### src/rtl/mipi_rx_pkg.sv
// Shared types and constants for the MIPI RX lane aligner: FSM states, sync byte, lane packing.
package mipi_rx_pkg;

   typedef enum logic [1:0] {
      IDLE    = 2'd0,
      HUNT    = 2'd1,
      ALIGNED = 2'd2,
      ERROR   = 2'd3
   } state_t;

   localparam logic [7:0] SYNC_BYTE_DEFAULT = 8'hB8;
   localparam int         LANE_NUM          = 4;
   localparam int         LANE_W            = 8;

   // Lane 0 sits in the most significant byte of the 32-bit bus.
   function automatic int lane_lsb(input int lane);
      return (LANE_NUM - 1 - lane) * LANE_W;
   endfunction

endpackage

### src/rtl/mipi_rx_lane_aligner_if.sv
// Raw HS byte stream in, aligned word stream and status out; slave = aligner side, master = source/sink side.
interface mipi_rx_lane_aligner_if;
   import mipi_rx_pkg::*;

   logic                       I_hs_valid;
   logic [LANE_NUM*LANE_W-1:0] I_hs_data;
   logic                       O_valid;
   logic                       O_sot;
   logic [LANE_NUM*LANE_W-1:0] O_data;
   logic                       O_locked;
   logic                       O_sync_err;
   logic [15:0]                O_err_cnt;

   modport slave (
      input  I_hs_valid, I_hs_data,
      output O_valid, O_sot, O_data, O_locked, O_sync_err, O_err_cnt
   );

   modport master (
      output I_hs_valid, I_hs_data,
      input  O_valid, O_sot, O_data, O_locked, O_sync_err, O_err_cnt
   );

endinterface

### src/rtl/mipi_lane_sync_search.sv
// Per-lane SoT hunter: locks the bit offset of SYNC_BYTE and re-frames the lane bytes at that offset.
// Re-framed bytes feed a MAX_SKEW-deep delay line; i_tap selects the deskew delay (0 = no delay).
module mipi_lane_sync_search
   import mipi_rx_pkg::*;
#(
   parameter int         MAX_SKEW  = 3,
   parameter logic [7:0] SYNC_BYTE = SYNC_BYTE_DEFAULT
) (
   input  logic       i_clk,
   input  logic       i_rst_n,
   input  logic       i_vld,
   input  logic [7:0] i_dat,
   input  logic       i_srch,
   input  logic       i_clr,
   input  logic [2:0] i_tap,
   output logic       o_match,
   output logic       o_locked,
   output logic [7:0] o_dat
);

   logic [7:0]  r_prev;
   logic        r_lock;
   logic [2:0]  r_off;
   logic [7:0]  r_dl [MAX_SKEW];
   logic [15:0] w_win;
   logic        w_hit;
   logic [2:0]  w_k;
   logic [7:0]  w_byte;

   assign w_win    = {i_dat, r_prev};
   assign o_match  = i_srch & w_hit;
   assign o_locked = r_lock;

   // Descending scan: the lowest matching offset is the last one written and wins.
   always_comb begin
      w_hit = 1'b0;
      w_k   = 3'd0;
      for (int k = 7; k >= 0; k--) begin
         if (w_win[k +: 8] == SYNC_BYTE) begin
            w_hit = 1'b1;
            w_k   = 3'(k);
         end
      end
   end

   always_comb begin
      w_byte = w_win[7:0];
      for (int k = 0; k < 8; k++) begin
         if (r_off == 3'(k)) w_byte = w_win[k +: 8];
      end
   end

   always_comb begin
      o_dat = w_byte;
      for (int d = 1; d <= MAX_SKEW; d++) begin
         if (i_tap == 3'(d)) o_dat = r_dl[d-1];
      end
   end

   always_ff @(posedge i_clk or negedge i_rst_n) begin
      if (!i_rst_n) begin
         r_prev <= 8'h00;
         r_lock <= 1'b0;
         r_off  <= 3'd0;
         for (int i = 0; i < MAX_SKEW; i++) r_dl[i] <= 8'h00;
      end else begin
         if (i_vld) begin
            r_prev   <= i_dat;
            r_dl[0]  <= w_byte;
            for (int i = 1; i < MAX_SKEW; i++) r_dl[i] <= r_dl[i-1];
         end
         if (i_clr) begin
            r_lock <= 1'b0;
         end else if (o_match) begin
            r_lock <= 1'b1;
            r_off  <= w_k;
         end
      end
   end

endmodule

### src/rtl/mipi_rx_lane_aligner.sv
// 4-lane D-PHY byte/lane aligner: first word 2 cycles after the last lane's sync match, then 1 word/cycle; no backpressure.
// MIPI_ALIGN_ERR_CNT_EN enables the saturating sync-error counter on O_err_cnt (otherwise tied to zero).
module mipi_rx_lane_aligner
   import mipi_rx_pkg::*;
#(
   parameter int         MAX_SKEW  = 3,
   parameter logic [7:0] SYNC_BYTE = SYNC_BYTE_DEFAULT
) (
   input  logic                    I_clk,
   input  logic                    I_rst_n,
   mipi_rx_lane_aligner_if.slave   bus
);

   state_t                     r_st, w_st_nx;
   logic                       w_vld;
   logic [LANE_NUM-1:0]        w_match, w_lock, w_srch;
   logic [7:0]                 w_lane_dat [LANE_NUM];
   logic [2:0]                 r_dly      [LANE_NUM];
   logic [2:0]                 r_lk_sc    [LANE_NUM];
   logic [2:0]                 r_sc, w_s;
   logic                       r_run;
   logic                       w_all, w_ent, w_err;
   logic [LANE_NUM*LANE_W-1:0] w_word, r_dat;
   logic                       r_vld, r_sot, r_err, r_first;

   assign w_vld = bus.I_hs_valid;

   for (genvar g = 0; g < LANE_NUM; g++) begin : g_lane
      assign w_srch[g] = (r_st == HUNT) & w_vld & ~w_lock[g];
      assign w_word[lane_lsb(g) +: LANE_W] = w_lane_dat[g];

      mipi_lane_sync_search #(.MAX_SKEW(MAX_SKEW), .SYNC_BYTE(SYNC_BYTE)) u_lane (
         .i_clk    (I_clk),
         .i_rst_n  (I_rst_n),
         .i_vld    (w_vld),
         .i_dat    (bus.I_hs_data[lane_lsb(g) +: LANE_W]),
         .i_srch   (w_srch[g]),
         .i_clr    (~w_vld),
         .i_tap    (r_dly[g]),
         .o_match  (w_match[g]),
         .o_locked (w_lock[g]),
         .o_dat    (w_lane_dat[g])
      );
   end

   // w_s is the skew of the current cycle relative to the first lane lock.
   always_comb begin
      w_s      = r_run ? r_sc : 3'd0;
      w_all    = &(w_lock | w_match);
      w_st_nx  = r_st;
      w_ent    = 1'b0;
      w_err    = 1'b0;
      if (!w_vld) begin
         w_st_nx = IDLE;
      end else begin
         case (r_st)
            IDLE:    w_st_nx = HUNT;
            HUNT: begin
               if (w_all) begin
                  w_st_nx = ALIGNED;
                  w_ent   = 1'b1;
               end else if (r_run && w_s == 3'(MAX_SKEW)) begin
                  w_st_nx = ERROR;
                  w_err   = 1'b1;
               end
            end
            ALIGNED: w_st_nx = ALIGNED;
            ERROR:   w_st_nx = ERROR;
            default: w_st_nx = IDLE;
         endcase
      end
   end

   always_ff @(posedge I_clk or negedge I_rst_n) begin
      if (!I_rst_n) r_st <= IDLE;
      else          r_st <= w_st_nx;
   end

   always_ff @(posedge I_clk or negedge I_rst_n) begin
      if (!I_rst_n) begin
         r_run <= 1'b0;
         r_sc  <= 3'd0;
         for (int i = 0; i < LANE_NUM; i++) begin
            r_lk_sc[i] <= 3'd0;
            r_dly[i]   <= 3'd0;
         end
      end else begin
         if (r_st == HUNT && w_st_nx == HUNT && (r_run || |w_match)) begin
            r_run <= 1'b1;
            r_sc  <= w_s + 3'd1;
         end else if (w_st_nx != HUNT) begin
            r_run <= 1'b0;
            r_sc  <= 3'd0;
         end
         for (int i = 0; i < LANE_NUM; i++) begin
            if (w_match[i]) r_lk_sc[i] <= w_s;
            if (w_ent)      r_dly[i]   <= w_match[i] ? 3'd0 : (w_s - r_lk_sc[i]);
         end
      end
   end

   always_ff @(posedge I_clk or negedge I_rst_n) begin
      if (!I_rst_n) begin
         r_vld   <= 1'b0;
         r_sot   <= 1'b0;
         r_dat   <= '0;
         r_err   <= 1'b0;
         r_first <= 1'b0;
      end else begin
         r_first <= w_ent;
         r_err   <= w_err;
         if (w_vld && r_st == ALIGNED) begin
            r_vld <= 1'b1;
            r_sot <= r_first;
            r_dat <= w_word;
         end else begin
            r_vld <= 1'b0;
            r_sot <= 1'b0;
         end
      end
   end

`ifdef MIPI_ALIGN_ERR_CNT_EN
   logic [15:0] r_err_cnt;

   always_ff @(posedge I_clk or negedge I_rst_n) begin
      if (!I_rst_n)                          r_err_cnt <= 16'h0000;
      else if (r_err && r_err_cnt != 16'hFFFF) r_err_cnt <= r_err_cnt + 16'd1;
   end

   assign bus.O_err_cnt = r_err_cnt;
`else
   assign bus.O_err_cnt = 16'h0000;
`endif

   assign bus.O_valid    = r_vld;
   assign bus.O_sot      = r_sot;
   assign bus.O_data     = r_dat;
   assign bus.O_sync_err = r_err;
   assign bus.O_locked   = (r_st == ALIGNED);

endmodule

### src/flat_wrapper.sv
// flat-port wrapper written by rule: the top's interface ports become plain ports
module mipi_rx_lane_aligner_flat import mipi_rx_pkg::*;
#(
   parameter int         MAX_SKEW  = 3,
   parameter logic [7:0] SYNC_BYTE = SYNC_BYTE_DEFAULT
)
  (I_clk, I_rst_n, bus_I_hs_valid, bus_I_hs_data, bus_O_valid, bus_O_sot, bus_O_data, bus_O_locked, bus_O_sync_err, bus_O_err_cnt);
  mipi_rx_lane_aligner_if bus_i ();
  input  logic I_clk;
  input  logic I_rst_n;
  input wire logic [$bits(bus_i.I_hs_valid)-1:0] bus_I_hs_valid;
  input wire logic [$bits(bus_i.I_hs_data)-1:0] bus_I_hs_data;
  output wire logic [$bits(bus_i.O_valid)-1:0] bus_O_valid;
  output wire logic [$bits(bus_i.O_sot)-1:0] bus_O_sot;
  output wire logic [$bits(bus_i.O_data)-1:0] bus_O_data;
  output wire logic [$bits(bus_i.O_locked)-1:0] bus_O_locked;
  output wire logic [$bits(bus_i.O_sync_err)-1:0] bus_O_sync_err;
  output wire logic [$bits(bus_i.O_err_cnt)-1:0] bus_O_err_cnt;
  assign bus_i.I_hs_valid = bus_I_hs_valid;
  assign bus_i.I_hs_data = bus_I_hs_data;
  assign bus_O_valid = bus_i.O_valid;
  assign bus_O_sot = bus_i.O_sot;
  assign bus_O_data = bus_i.O_data;
  assign bus_O_locked = bus_i.O_locked;
  assign bus_O_sync_err = bus_i.O_sync_err;
  assign bus_O_err_cnt = bus_i.O_err_cnt;
  mipi_rx_lane_aligner #(.MAX_SKEW(MAX_SKEW), .SYNC_BYTE(SYNC_BYTE)) u_core (.I_clk(I_clk), .I_rst_n(I_rst_n), .bus(bus_i));
endmodule
### config.mk
export PLATFORM = sky130hd
export DESIGN_NAME = mipi_rx_lane_aligner_flat
export DESIGN_NICKNAME = d
export VERILOG_FILES = /design/src/rtl/mipi_rx_pkg.sv /design/src/rtl/mipi_rx_lane_aligner_if.sv /design/src/rtl/mipi_lane_sync_search.sv /design/src/rtl/mipi_rx_lane_aligner.sv /design/src/flat_wrapper.sv
export SDC_FILE = /design/constraint.sdc
export NUM_CORES = 1
export LEC_CHECK = 0
export ABC_CLOCK_PERIOD_IN_PS = 2400
export CORE_MARGIN = 2
export CORE_UTILIZATION = 60
export CTS_CLUSTER_SIZE = 30
export DETAILED_ROUTE_END_ITERATION = 8
export GPL_ROUTABILITY_DRIVEN = 0
export PLACE_DENSITY = 0.9
export SYNTH_ARGS = -nofsm -noshare
export SYNTH_HDL_FRONTEND = slang
export SYNTH_SLANG_ARGS = --single-unit
### constraint.sdc
create_clock -name I_clk -period 2.4 [get_ports I_clk]
set_input_delay 0.72 -clock I_clk [delete_from_list [all_inputs] [get_ports I_clk]]
set_output_delay 0.72 -clock I_clk [all_outputs]
set_load 0.02 [all_outputs]
==> results of run 1 <==
==> report_power, final <==
| group | internal, uW | leakage [uW] | switching, uW | total (uW) |
|---|---|---|---|---|
| Clock | 2170 | 0.000363 | 1430 | 3600 |
| Combinational | 1890 | 0.00323 | 2030 | 3920 |
| Sequential | 4350 | 0.00259 | 813 | 5170 |
| Total | 8410 | 0.00618 | 4270 | 12700 |
==> sequential cells by signal, indices dropped and copies added, names as in the netlist, 2 cells and up <==
register and count:
u_core.bus.O_data 32, u_core.g_lane.u_lane.o_locked 4, u_core.g_lane.u_lane.r_dl 96, u_core.g_lane.u_lane.r_off 12
u_core.g_lane.u_lane.r_prev 32, u_core.r_dly 12, u_core.r_lk_sc 12, u_core.r_sc 3
u_core.r_st 2
==> through the flow <==
step	util	area [sq um]
4_1_cts	0.720	14600
3_5_place_dp	0.675	13700
6_report	0.727	14700
3_3_place_gp	0.675	13700
5_1_grt	0.727	14700
2_1_floorplan	-	12400
==> logic make-up (layout without fill, tap and decap cells) <==
logic type / count (synthesis) / in the layout
and+or+nand+nor: 323 / 324
AOI/OAI and AO/OA: 295 / 295
muxes: 229 / 229
DFF: 210 / 210
buffers and inverters: 143 / 243
adders and majority gates: 11 / 11
xor gates and xnor gates: 8 / 8
other: 1 / 16
==> routing by layer <==
layer | share of wire | GRT usage | vias up
li1 | - | - | 4605
met2 | 0.49 | 0.495 | 579
met5 | 0 | 0 | -
met3 | 0.068 | 0.0429 | 172
met1 | 0.39 | 0.382 | 5123
met4 | 0.052 | 0.137 | 0
==> cell usage after synthesis, types with 4 or more instances <==
| master | n |
|---|---|
| sky130_fd_sc_hd__dfrtp_1 | 210 |
| sky130_fd_sc_hd__mux2_2 | 135 |
| sky130_fd_sc_hd__nor2_1 | 114 |
| sky130_fd_sc_hd__o21ai_0 | 86 |
| sky130_fd_sc_hd__a21oi_1 | 85 |
| sky130_fd_sc_hd__mux2i_1 | 85 |
| sky130_fd_sc_hd__nand2_1 | 83 |
| sky130_fd_sc_hd__clkbuf_1 | 60 |
| sky130_fd_sc_hd__o22ai_1 | 37 |
| sky130_fd_sc_hd__and4bb_2 | 32 |
| sky130_fd_sc_hd__inv_1 | 25 |
| sky130_fd_sc_hd__buf_4 | 21 |
| sky130_fd_sc_hd__nand2b_1 | 20 |
| sky130_fd_sc_hd__nor4bb_1 | 15 |
| sky130_fd_sc_hd__buf_2 | 14 |
| sky130_fd_sc_hd__nand3_1 | 12 |
| sky130_fd_sc_hd__buf_1 | 11 |
| sky130_fd_sc_hd__o211ai_1 | 11 |
| sky130_fd_sc_hd__a31oi_1 | 8 |
| sky130_fd_sc_hd__nor2b_1 | 8 |
| sky130_fd_sc_hd__xnor2_1 | 8 |
| sky130_fd_sc_hd__o21ai_1 | 7 |
| sky130_fd_sc_hd__o21ai_2 | 7 |
| sky130_fd_sc_hd__a41oi_1 | 6 |
| sky130_fd_sc_hd__ha_1 | 6 |
| sky130_fd_sc_hd__mux2_4 | 6 |
| sky130_fd_sc_hd__nor3_1 | 6 |
| sky130_fd_sc_hd__a211oi_1 | 5 |
| sky130_fd_sc_hd__buf_6 | 5 |
| sky130_fd_sc_hd__nor4b_1 | 5 |
| sky130_fd_sc_hd__o22a_1 | 5 |
| sky130_fd_sc_hd__o32ai_1 | 5 |
| sky130_fd_sc_hd__a221oi_1 | 4 |
| sky130_fd_sc_hd__a22oi_1 | 4 |
| sky130_fd_sc_hd__fa_1 | 4 |
| sky130_fd_sc_hd__nand3b_1 | 4 |
| sky130_fd_sc_hd__o221ai_1 | 4 |
| sky130_fd_sc_hd__o31a_1 | 4 |
==> worst paths after layout <==
check | slack [ns] | endpoint | depth (start not counted)
setup / recovery | -0.01 | u_core.r_dly[0] | 7
hold reg to reg | 0.48 | u_core.bus.O_data[14] | 2
setup reg to reg | -0.01 | u_core.r_dly[0] | 7
min in group I_clk | 0.48 | u_core.bus.O_data[14] | 2
hold / removal | 0.11 | u_core.g_lane[2].u_lane.r_prev[3] | 1
max in group asynchronous | 1.59 | u_core.g_lane[3].u_lane.r_prev[3] | 2
==> timing repair <==
action / CTS / global route
gates resized for setup: 61 / 38
pin swaps: 16 / 10
setup endpoints to repair: 25 / 23
setup buffers: 0 / 5
gates cloned: 1 / 0
==> final cells by class <==
cell class	count	area, sq um
Clock buffer	32	639
Clock inverter	7	115
Fill cell	1244	5520
Inverter	26	97.6
Multi-Input combinational cell	883	6720
Sequential cell	210	5260
Tap cell	270	338
Timing Repair Buffer	178	1550
==> impl_metrics.toml, run 1 <==
[grt]
overall_overflow_remaining_after_global_route = 0
antenna_found_initial = 0
grt_start_max_net_pins = 65
first_pass_grt_wire_length_microns = 52700
track_usage = 0.295
first_global_vias = 10318

[floorplan]
chipHeight_microns = 147
initial_utilization = 0.610
overall_die_area_sq_um = 21700
floorplan.core_area_sq_um = 20200
die_width_microns = 147
ios = 87
rows = 52

[logic_synthesis]
synth_top_cell_by_area = "sky130_fd_sc_hd__dfrtp_1"
netlist_area_sq_um = 12300
post_synthesis_compound_gate_area_fraction = 0.144
synth_cell_type_count = 72
synth-seq-area-share = 0.426
yosys_register_bits = 210
synth-main-ff-cell = "sky130_fd_sc_hd__dfrtp_1"
dominant_combinational_cell_family_by_area_after_synthesis = "multiplexers"
ys.warnings.count = 0
number_of_flops_mapped_to_enable_cells_by_yosys = 0
synth_top_cell_area_share = 0.426
synth.top_cells.by_area = "sky130_fd_sc_hd__dfrtp_1, sky130_fd_sc_hd__mux2_2, sky130_fd_sc_hd__mux2i_1, sky130_fd_sc_hd__o21ai_0, sky130_fd_sc_hd__nor2_1"
synth_adder_area_share = 0.0134
synth-xor-area-share = 0.00568
multiplexer_share_of_the_synthesized_area = 0.205
simple_logic_cell_fraction_of_the_synthesized_area = 0.148
synth_cells = 1220
synthArstFlopShare = 1.00
synth.avg_cell_area_sq_um = 10.1

[status]
failed_checks = "setup timing"
status = "complete, but fails checks"

[setup_path]
worst_ep_arrival_time_ns = 2.81
worstPathBufferInverterCount = 0
crit_start = "u_core.g_lane[2].u_lane.r_prev[3]"
worstPathCellList = "nor4bb_1, o21ai_2, a41oi_2, nor2_4, nor4_4, and2b_2, mux2_4"
max_stage_delay_ns = 0.49
worst_path_max_delay_cell = "sky130_fd_sc_hd__dfrtp_2"
setup.worst_path.class = "flop to flop"
critPathTopFamily = "simple AND/OR/NAND/NOR gates"
regToRegStartpoint = "u_core.g_lane[2].u_lane.r_prev[3]"
worstSetupStartpointType = "flop"
timing.critical_path.fanout_max = 8
worstSetupEndpointType = "flop"
cp_data_required_time_ns = 2.80

[sta]
worst_slew_margin_rel = 0.487
setup_clock_skew_after_layout_ns = 0.00978
worst_case_setup_margin_in_the_final_layout_ns = -0.0125
timing.final.hold_violations = 0
finalMaxSlewViolations = 0
min_period_ns = 2.41
hold-worst-slack_ns = 0.113
final_min_period_over_clock_period = 1.01
achievable-frequency_mhz = 415
setup_viol = 4
tightestPinTransition_ns = 0.770
grt_setup_unrepaired = "yes"
fin_tns_setup_ns = -0.0273

[detailed_routing]
wirelength_microns = 33100
vias_per_cell = 6.52
dr.pass1.iters = 6
ant_nets = 0
dr.first_iter.drc_count = 1045
vias = 10479
wl_per_cell_microns = 20.6
drc = 0

[placed_design]
detailedPlace.worstSlack_ns = -0.957
dp.cells = 1561
port_buffers = 70
detailedPlacementHpwl_microns = 20300

[clocking]
clockBufferDepth = 3
cts_buffers = 23
h-tree-depth = 1
clkSlewWorstSetupHoldPaths_ns = 0.06
ctsRootBufferMaster = "sky130_fd_sc_hd__clkbuf_16"
tritoncts = "built"
total_of_hold_buffers_inserted_after_clock_tree_synthesis = 0
insertion_delay_ns = 0.51
clock_sinks = 210

[power]
ir_worst_vdd_v = 0.000634
power-per-cell-area_nw_per_um2 = 862
power.total_uw = 12700
leakagePower_uw = 0.00618

[finish]
layout.cells.most_common = "sky130_fd_sc_hd__dfrtp_1"
layout_common_cells = "sky130_fd_sc_hd__dfrtp_1, sky130_fd_sc_hd__mux2_2, sky130_fd_sc_hd__nor2_1, sky130_fd_sc_hd__buf_4, sky130_fd_sc_hd__a21oi_1"
area_growth_pct = 19.3
post_layout_nonfiller_instances = 1606
antenna_cells_inserted = 0
nets = 1367
drive_gt1_frac = 0.287

[hold_path]
hp-class = "primary input to async pin"

[flow_run]
timing.max_cap.violations = 0
Power figures use the tool's default switching activity.
==> inputs of run 2 (changes only) <==
--- a/config.mk
+++ b/config.mk
@@ -8,10 +8,10 @@
 export ABC_CLOCK_PERIOD_IN_PS = 2400
 export CORE_MARGIN = 2
 export CORE_UTILIZATION = 60
-export CTS_CLUSTER_SIZE = 30
+export CTS_CLUSTER_SIZE = 8
 export DETAILED_ROUTE_END_ITERATION = 8
 export GPL_ROUTABILITY_DRIVEN = 0
-export PLACE_DENSITY = 0.9
+export PLACE_DENSITY = 0.82
 export SYNTH_ARGS = -nofsm -noshare
 export SYNTH_HDL_FRONTEND = slang
 export SYNTH_SLANG_ARGS = --single-unit
==> impl_metrics.toml, run 2 (synthesis gave the netlist of run 1 again) <==
[status]
status = "complete, but fails checks"
failed_checks = "setup timing"

[detailed_routing]
wirelength_microns = 31200
wl_per_cell_microns = 19.4
ant_nets = 0
vias_per_cell = 6.32
drc = 0
dr.first_iter.drc_count = 846
vias = 10192
dr.pass1.iters = 5

[clocking]
clkSlewWorstSetupHoldPaths_ns = 0.06
clock_sinks = 210
cts_buffers = 30
clockBufferDepth = 3
insertion_delay_ns = 0.55
total_of_hold_buffers_inserted_after_clock_tree_synthesis = 0
h-tree-depth = 1
ctsRootBufferMaster = "sky130_fd_sc_hd__clkbuf_16"
tritoncts = "built"

[floorplan]
die_width_microns = 147
floorplan.core_area_sq_um = 20200
overall_die_area_sq_um = 21700
rows = 52
ios = 87
initial_utilization = 0.610
chipHeight_microns = 147

[sta]
fin_tns_setup_ns = -0.0484
min_period_ns = 2.42
grt_setup_unrepaired = "yes"
tightestPinTransition_ns = 0.750
timing.final.hold_violations = 0
final_min_period_over_clock_period = 1.01
worst_slew_margin_rel = 0.493
setup_viol = 3
setup_clock_skew_after_layout_ns = 0.0117
achievable-frequency_mhz = 414
worst_case_setup_margin_in_the_final_layout_ns = -0.0178
finalMaxSlewViolations = 0

[grt]
first_pass_grt_wire_length_microns = 50600
overall_overflow_remaining_after_global_route = 0
grt_start_max_net_pins = 63
antenna_found_initial = 0
first_global_vias = 10190
track_usage = 0.282

[finish]
flip_flop_count_of_the_largest_register_after_layout = 96
antenna_cells_inserted = 0
area_growth_pct = 20.8
largest_register = "u_core.g_lane.u_lane.r_dl"
nets = 1384
drive_gt1_frac = 0.299
post-route-cell-area_sq_um = 14900
layout_common_cells = "sky130_fd_sc_hd__dfrtp_1, sky130_fd_sc_hd__mux2_2, sky130_fd_sc_hd__buf_4, sky130_fd_sc_hd__nor2_1"
layout.cells.most_common = "sky130_fd_sc_hd__dfrtp_1"

[placed_design]
port_buffers = 70
place_area_sq_um = 13700
detailedPlace.worstSlack_ns = -0.837
detailedPlacementHpwl_microns = 19500

[hold_path]
hp-class = "primary input to async pin"

[setup_path]
worstSetupEndpointType = "flop"
worstPathBufferInverterCount = 0
max_stage_delay_ns = 0.46
worstPathCellList = "nor4bb_4, o21ai_2, a41oi_2, nor2_2, nor4_4, and2b_2, mux2_4"
worst_ep_arrival_time_ns = 2.85
worst_path_max_delay_cell = "sky130_fd_sc_hd__dfrtp_1"
timing.critical_path.fanout_max = 6
critPathTopFamily = "simple AND/OR/NAND/NOR gates"
setup.worst_path.class = "flop to flop"
worstSetupStartpointType = "flop"
cp_data_required_time_ns = 2.83

[power]
power.total_uw = 12800
power-per-cell-area_nw_per_um2 = 859
ir_worst_vdd_v = 0.000603
leakagePower_uw = 0.00631

[flow_run]
timing.max_cap.violations = 0
run 2: cell count changes in the layout (fill, tap and decap cells not counted), sizes merged:
| cell | previous run | this run |
|---|---|---|
| buf | 109 | 119 |
| bufinv | 3 | 0 |
| clkbuf | 37 | 43 |
| clkdlybuf4s15 | 2 | 1 |
| clkdlybuf4s50 | 39 | 41 |
| clkinv | 3 | 1 |
| clkinvlp | 2 | 0 |
| dlygate4sd2 | 20 | 17 |
| dlymetal6s2s | 3 | 2 |
run 2: through the flow:
stage	std cells	hold WS (ns)	utilization
floorplan	1235	0.424	-
global placement	1572	0.463	0.678
detailed placement	1572	0.471	0.678
CTS	1609	0.178	0.725
global route	1612	0.209	0.736
finish	1612	0.172	0.736
run 2: routing by layer:
| metal | GRT usage | part of all wire | up-vias |
|---|---|---|---|
| met3 | 0.0429 | 0.061 | 95 |
| met1 | 0.366 | 0.41 | 5016 |
| met2 | 0.485 | 0.50 | 455 |
| li1 | - | - | 4626 |
| met4 | 0.102 | 0.031 | 0 |
| met5 | 0 | 0 | - |
run 2: worst reg2reg max path: stages, from the launching register on:
cell and delay, ns:
sky130_fd_sc_hd__dfrtp_1 0.46, sky130_fd_sc_hd__nor4bb_4 0.43, sky130_fd_sc_hd__o21ai_2 0.14, sky130_fd_sc_hd__a41oi_2 0.24, sky130_fd_sc_hd__nor2_2 0.10, sky130_fd_sc_hd__nor4_4 0.27, sky130_fd_sc_hd__and2b_2 0.33, sky130_fd_sc_hd__mux2_4 0.32
run 2: path summary, 6_finish.rpt:
path	from	cells past startpoint	end	slack [ns]
setup / recovery	u_core.g_lane[2].u_lane.r_prev[3]	7	u_core.r_dly[1]	-0.02
hold / removal	I_rst_n	1	u_core.bus.O_data[4]	0.17
setup reg to reg	u_core.g_lane[2].u_lane.r_prev[3]	7	u_core.r_dly[1]	-0.02
hold reg to reg	u_core.bus.O_data[11]	2	u_core.bus.O_data[11]	0.47
max in group asynchronous	I_rst_n	2	u_core.g_lane[2].u_lane.r_prev[6]	1.52
min in group I_clk	u_core.bus.O_data[11]	2	u_core.bus.O_data[11]	0.47
run 2: area by class of cell:
| type | instances | area, sq um |
|---|---|---|
| clock buffers | 35 | 811 |
| inverters | 26 | 97.6 |
| well taps | 270 | 338 |
| repair buffers | 188 | 1590 |
| fillers | 1274 | 5340 |
| flip-flops and latches | 210 | 5260 |
| multi-input cells | 883 | 6790 |
run 2: report_power, final:
group / total (uW) / internal (uW) / switching, uW
clock network: 3780 / 2310 / 1470
logic: 3900 / 1950 / 1950
registers: 5120 / 4360 / 756
run 2: repair_timing:
item | in CTS | in global routing
endpoints found under the setup margin | 18 | 20
resized for setup | 54 | 57
gates cloned | 1 | 0
pin swaps | 17 | 11
setup buffers | 2 | 3
